### src/rtl/add_seq_pkg.sv
// Shared types and helpers for the multi-word add sequencer.
package add_seq_pkg;

  typedef enum logic [1:0] {
    IDLE = 2'd0,
    RUN  = 2'd1,
    DONE = 2'd2
  } state_e;

  // Word-counter width; a single-word configuration still needs one bit.
  function automatic int idx_width(input int words);
    return (words <= 1) ? 1 : $clog2(words);
  endfunction

endpackage

### src/rtl/add_nbit_cin.sv
// Combinational N-bit adder slice with carry in and carry out.
module add_nbit_cin #(
  parameter int N = 8
) (
  input  logic [N-1:0] a_in,
  input  logic [N-1:0] b_in,
  input  logic         c_in,
  output logic [N-1:0] sum_out,
  output logic         carry_out
);

  assign {carry_out, sum_out} = {1'b0, a_in} + {1'b0, b_in} + {{N{1'b0}}, c_in};

endmodule

### src/rtl/add_seq_ctrl.sv
// Multi-word add sequencer: one N-bit slice reused over WORDS cycles, LSW first.
// Optional ADD_SEQ_SUB_EN adds sub_in for A-B mode (inverted B, carry-in of 1).
module add_seq_ctrl
  import add_seq_pkg::*;
#(
  parameter int N     = 8,
  parameter int WORDS = 2
) (
  input  logic             clk_in,
  input  logic             rst_in,
  input  logic             start_in,
`ifdef ADD_SEQ_SUB_EN
  input  logic             sub_in,
`endif
  input  logic [N*WORDS-1:0] a_in,
  input  logic [N*WORDS-1:0] b_in,
  output logic             busy_out,
  output logic             done_out,
  output logic [N*WORDS-1:0] sum_out,
  output logic             carry_out
);

  localparam int W     = N * WORDS;
  localparam int IDX_W = idx_width(WORDS);
  localparam logic [IDX_W-1:0] LAST_IDX = IDX_W'(WORDS - 1);

  // Handshake: start_in is accepted only on an edge where the FSM is IDLE;
  // busy_out is high for the WORDS RUN cycles that follow, then done_out pulses
  // for exactly one cycle while sum_out/carry_out hold the finished result.
  // Requests seen in RUN or DONE are dropped, never queued.

  state_e          state, next_state;
  logic [IDX_W-1:0] idx;
  logic            carry_q;
  logic [W-1:0]    a_q, b_q;
  logic            sub_q;

  logic [N-1:0]    a_slice, b_slice, slice_sum;
  logic            slice_carry;
  int unsigned     base;
  logic            last_word;

  always_ff @(posedge clk_in or posedge rst_in) begin
    if (rst_in) state <= IDLE;
    else        state <= next_state;
  end

  always_comb begin
    next_state = state;
    case (state)
      IDLE:    if (start_in) next_state = RUN;
      RUN:     if (last_word) next_state = DONE;
      DONE:    next_state = IDLE;
      default: next_state = IDLE;
    endcase
  end

  assign busy_out  = (state == RUN);
  assign done_out  = (state == DONE);
  assign last_word = (idx == LAST_IDX);

  always_comb begin
    base    = 32'(idx) * 32'(N);
    a_slice = a_q[base +: N];
    b_slice = b_q[base +: N];
    if (sub_q) b_slice = ~b_slice;
  end

  add_nbit_cin #(.N(N)) u_slice (
    .a_in      (a_slice),
    .b_in      (b_slice),
    .c_in      (carry_q),
    .sum_out   (slice_sum),
    .carry_out (slice_carry)
  );

  always_ff @(posedge clk_in or posedge rst_in) begin
    if (rst_in) begin
      idx       <= '0;
      carry_q   <= 1'b0;
      a_q       <= '0;
      b_q       <= '0;
      sub_q     <= 1'b0;
      sum_out   <= '0;
      carry_out <= 1'b0;
    end else begin
      case (state)
        IDLE: begin
          if (start_in) begin
            a_q <= a_in;
            b_q <= b_in;
            idx <= '0;
`ifdef ADD_SEQ_SUB_EN
            // Subtraction is A + ~B + 1, so the +1 enters as the first carry.
            sub_q   <= sub_in;
            carry_q <= sub_in;
`else
            sub_q   <= 1'b0;
            carry_q <= 1'b0;
`endif
          end
        end
        RUN: begin
          sum_out[base +: N] <= slice_sum;
          carry_q            <= slice_carry;
          // Wrap to zero on the last word so idx never points past the operands.
          idx                <= last_word ? '0 : idx + 1'b1;
          if (last_word) carry_out <= slice_carry;
        end
        default: ;
      endcase
    end
  end

endmodule

### config.mk
export PLATFORM = sky130hd
export DESIGN_NAME = add_seq_ctrl
export DESIGN_NICKNAME = d
export VERILOG_FILES = /design/src/rtl/add_seq_pkg.sv /design/src/rtl/add_nbit_cin.sv /design/src/rtl/add_seq_ctrl.sv
export SDC_FILE = /design/constraint.sdc
export NUM_CORES = 1
export LEC_CHECK = 0
export BUFFER_PORTS_ARGS = -buffer_cell sky130_fd_sc_hd__buf_2
export CORE_MARGIN = 2
export CORE_UTILIZATION = 25
export DETAILED_ROUTE_END_ITERATION = 6
export HOLD_SLACK_MARGIN = 0.05
export SETUP_SLACK_MARGIN = 0.3
export SYNTH_ARGS = -nofsm -noshare
export SYNTH_HDL_FRONTEND = slang
export SYNTH_SLANG_ARGS = --single-unit
### constraint.sdc
create_clock -name clk_in -period 3.3 [get_ports clk_in]
set_input_delay 0.66 -clock clk_in [delete_from_list [all_inputs] [get_ports clk_in]]
set_output_delay 0.66 -clock clk_in [all_outputs]
set_load 0.01 [all_outputs]
* After elaboration in Yosys (flattened, before gate mapping)
Cells that the tools add are included.
Word-level totals: output and inout bits 19, memories kept 0, input port bits 35, register bits after elaboration 53, ROM bits 0, word-level logic and storage cells 33, latch bits 0, RAM bits 0
Operators by class: multiplexer cells 8, shifts and indexed selects 4, order comparisons 0, reduce and logical (&&, ||, !) cells 6, bitwise gates (word level) 0, equality and inequality tests 4, $add $sub $neg 4, divide/modulo/power cells 0, multiply operators 0
Operator list (count):
- negation 4 -> 34 bit | 1
- variable shift 8 x 34 -> 16 bit, first input constant | 1
- variable part select 8 x 34 -> 16 bit | 1
- variable part select 16 x 5 -> 8 bit | 2
- bitwise mux 16 bit | 1
- adder 8 x 8 -> 9 bit | 1
- adder 9 x 1 -> 9 bit | 1
- AND reduction 2 bit | 4
- two-way mux 2 bit | 2
- case mux 1 bit (2 select lines) | 2
- case mux 2 bit (2 select lines) | 1
- equality test 2 x 1 -> 1 bit, second input constant | 1
- equality test 2 bit, second input constant | 1
- logical NOT 2 bit | 1
- two-way mux 1 bit | 2
- != test 2 x 1 -> 1 bit, second input constant | 1
- != test 2 bit, second input constant | 1
- nonzero test 2 bit | 1
- adder 1 bit, second input constant | 1

* Longest topological paths before layout
depth in word-level cells 5, mapped depth 9, depth with buffers taken out 7

* Cells and area by module
A second synthesis with hierarchy kept.
Second synthesis, totals: cells, all modules 179, area total of the unflattened synthesis 2529.9 µm²
By module, submodules not included:
- add_seq_ctrl | area an instance 2198.4 µm², instances 1, seq. area each 1326.3 µm², cells each 137
- add_nbit_cin | area an instance 331.6 µm², instances 1, seq. area each 0.0 µm², cells each 42

* Least setup slack after synthesis
OpenSTA, ideal clock, no wires.
path kind register to register, from register idx, to register sum_out[14], path buffers 1, path slack 0.739 ns, required time 3.232 ns, library setup time 0.068 ns, arrival time 2.492 ns, stages on the path, launching flop included 9, period minus slack after synthesis 2.561 ns, cell sequence dfrtp_1 buf_6 mux2_2 fa_1 fa_1 a21oi_1 o211ai_1 or3_1 nand3_1
Between the ends: word-level cells in the longest chain between the ends 5, elaborated cells between the ends (all ways) 8, classes of those cells 3 x add/sub; 4 x shift; 1 x mux
RTL lines:
- start, declared | RTL line add_seq_ctrl.sv:33 | logic [IDX_W-1:0] idx;
- start signal, assigned | RTL line add_seq_ctrl.sv:107 | idx <= last_word ? '0 : idx + 1'b1;
- variable part select 16 x 5 -> 8 bit (on tied branches) | RTL line add_seq_ctrl.sv:64, add_seq_ctrl.sv:65
- adder 8 x 8 -> 9 bit | RTL line add_nbit_cin.sv:12 | assign {carry_out, sum_out} = {1'b0, a_in} + {1'b0, b_in} + {{N{1'b0}}, c_in};
- adder 9 x 1 -> 9 bit | RTL line add_nbit_cin.sv:12
- variable part select 8 x 34 -> 16 bit | RTL line add_seq_ctrl.sv:104 | sum_out[base +: N] <= slice_sum;
- bitwise mux 16 bit (*) | RTL line add_seq_ctrl.sv:104
- end signal, assigned by index | RTL line add_seq_ctrl.sv:104
- end, declared | RTL line add_seq_ctrl.sv:19 | output logic [N*WORDS-1:0] sum_out,
Mark *: on every way between the ends. The rest lies on a longest branch, timed or not. A chain may end at the register's enable or synchronous reset.

* Worst setup path after layout
Same ends and word-level chain as after synthesis.

==> flow_summary.json <==
{
  "grt_remaining_overflow": 0,
  "start_util_pct": 25.4,
  "post_dp_cell_area_um2": 2990,
  "setup_ws_ps": 564,
  "swShare_pct": 42.1,
  "syn_to_final_growth_pct": 18.5,
  "fin_setup_tns_ps": 0,
  "cts-resized-gates": 0,
  "ys_seq_area_share_pct": 51.0,
  "hp-class": "reg2reg",
  "period_share_pct": 82.9,
  "drive_above_1_share_pct": 42.6,
  "final_cell_area_um2": 3080,
  "cts_made_buffers": 5,
  "ys_ff_latch": 53,
  "path_buf_inv": 0,
  "relSlewSlack_pct": 26.8,
  "powerDensity_nw_per_um2": 1200,
  "clkTransAtPathRegs_ps": 90,
  "crit_family": "adder cells",
  "syn_area_um2": 2600,
  "ys.flop_type": "dfrtp_1",
  "min_from": "carry_out",
  "synth_mux_area_share_pct": 21.6,
  "ys_types": 31,
  "reg2reg_depth": 7,
  "cts_hold_buf": 0,
  "die-height_um": 106,
  "period_minus_slack_ps": 2740,
  "cp.depth": 7,
  "ant_nets": 0,
  "power.total_mw": 3.71,
  "synth_adder_area_share_pct": 4.91,
  "yosys.area_share.simple_pct": 10.4,
  "port_buffers": 53,
  "internal-power_mw": 2.15,
  "tritoncts": "yes",
  "cp.required_ps": 3540,
  "pin_count": 54,
  "gp_congestion": 0.840,
  "cts_root_buffer": "clkbuf_8",
  "post-synth-top-area-cell": "dfrtp_1",
  "grt.total_usage_pct": 10.9,
  "grt_pass1_wl_um": 9580,
  "wl_um": 5490,
  "htree_levels": 2,
  "setup_violations": 0,
  "row_count": 37,
  "synth.most_common_cell": "dfrtp_1",
  "synth_warnings": 0,
  "p_clk_share_pct": 9.9,
  "tightest_slew_ps": 1100,
  "maxSlewViolCount": 0,
  "crit_path_cell_trace": "mux2_2 > fa_1 > fa_1 > a21oi_1 > o211ai_1 > or3_1 > nand3_1",
  "regToRegEndpoint": "sum_out[14]",
  "crit_path_max_incr_delay_ps": 470,
  "critPathArrivalTime_ps": 2980,
  "die-area_um2": 11200,
  "reg2reg_slack_ps": 560,
  "post-route-util_pct": 30.1,
  "synth_top_area_share_pct": 51.0,
  "synth_edf_count": 0,
  "r2r_start": "idx",
  "die_x_um": 106,
  "path_class": "reg2reg",
  "vias": 1779,
  "clkSinkCount": 53,
  "min_to": "carry_out",
  "drcViolationCount": 0,
  "crit_top_cell": "fa_1",
  "syn_avg_cell_area_um2": 11.9,
  "slowest_stage": "fa_1",
  "synth_fp_nets": 263,
  "critPathMaxFanout": 5,
  "ir_worst_vdd_uv": 385,
  "async_reset_ff_share_pct": 100,
  "synthTopCellsByCount": "dfrtp_1, mux2_2, nand2_1",
  "drt_iter0_drc": 98,
  "grt_pass1_vias": 1937,
  "synth_compound_area_share_pct": 8.32,
  "nets": 314,
  "antenna_found_initial": 0,
  "cts_setup_buffers": 0,
  "leakage_nw": 1.38,
  "outcome": "completed",
  "design.core.area_um2": 10200,
  "cp-start-kind": "flip-flop",
  "diodes": 0,
  "p_seq_share_pct": 31.3,
  "synth_xor_area_share_pct": 0.673,
  "insertion_delay_ps": 310,
  "finalHoldViolations": 0,
  "synth.top_cells.by_area": "dfrtp_1, mux2_2, nand2_1, ha_1, o21ai_0",
  "p_sw_mw": 1.56,
  "synth_top_family_by_area": "multiplexers",
  "dr.pass1.iters": 4,
  "dp_hpwl_um": 4160,
  "cap_violations": 0,
  "combPwrFrac_pct": 58.8,
  "clock.fmax_ghz": 0.366,
  "dp_slack_ps": 616,
  "wl_per_cell_um": 13.5,
  "vias_per_cell": 4.38,
  "rsz0062_at_grt": "no",
  "worst_setup_path_end_kind": "flip-flop",
  "synth_cells": 219,
  "fillCellCount": 1056,
  "grt_max_degree": 54,
  "clock_skew_ps": 6.82,
  "hold_depth": 2,
  "cts_buffer_depth": 2
}
[cell families after synthesis]
| group | after synthesis |
|---|---|
| fa+ha+maj | 9 |
| mux | 50 |
| compound gates | 34 |
| flops | 53 |
| xor+xnor | 2 |
| simple gates | 56 |
| buf+inv | 15 |
[cell type report]
cell class,count,area [µm²],area share [%]
clock buffer,6,82.6,2.68
tap,136,170,5.52
clock inverter,1,7.51,0.244
inverter,4,15.0,0.487
sequential,53,1330,43.0
timing repair buffer,55,280,9.09
multi-input combinational,151,1200,39.0
[metal layers]
layer	vias up	global-route usage (%)	routed length (µm)	share of wire, %
li1	878	-	-	-
met1	857	12.9	2410	44
met2	37	18.6	2680	49
met3	7	3.86	320	5.8
met4	0	3.10	74	1.3
met5	-	0	0	0
[registers in the layout (all words and copies together), names as in the netlist]
register and flops:
a_q 16, b_q 16, carry_out 1, carry_q 1, idx 1, state 2
sum_out 16
[worst reg2reg max path: stages (launching register included)]
cell	delay [ps]
dfrtp_1	440
mux2_2	370
fa_1	470
fa_1	430
a21oi_1	280
o211ai_1	200
or3_1	390
nand3_1	80
[worst max path at each step]
| stage | slack (ps) | end | from |
|---|---|---|---|
| final | 560 | sum_out[14] | idx |
| after global routing | 370 | sum_out[14] | idx |
| after CTS | 580 | sum_out[14] | idx |
| after detailed placement | 620 | sum_out[14] | idx |
| after global placement | 650 | sum_out[14] | idx |
| after floorplan | 740 | sum_out[14] | idx |
[power by group through the flow]
stage	sequential (mW)	clock, mW	combinational [mW]
after floorplan	1.17	0	1.64
after CTS	1.16	0.386	2.22
after global placement	1.17	0	2.17
after detailed placement	1.18	0	2.21
final	1.16	0.368	2.18
after global routing	1.21	0.413	2.48
[metrics by stage]
stage / cells / hold WS [ps]
5_1_grt: 406 / 500
2_1_floorplan: 219 / 475
6_report: 406 / 478
4_1_cts: 406 / 485
3_3_place_gp: 399 / 462
3_5_place_dp: 399 / 465
[cells in the final DEF, fill, tap and decap left out, types with 6 or more instances in the layout]
master,netlist,layout
a21oi_1,7,7
buf_2,7,53
clkbuf_8,0,6
dfrtp_1,53,53
ha_1,7,7
mux2_2,50,50
nand2_1,25,25
nand3_1,6,6
nor2_1,8,8
o21ai_0,11,11
Power figures use the tool's default switching activity.
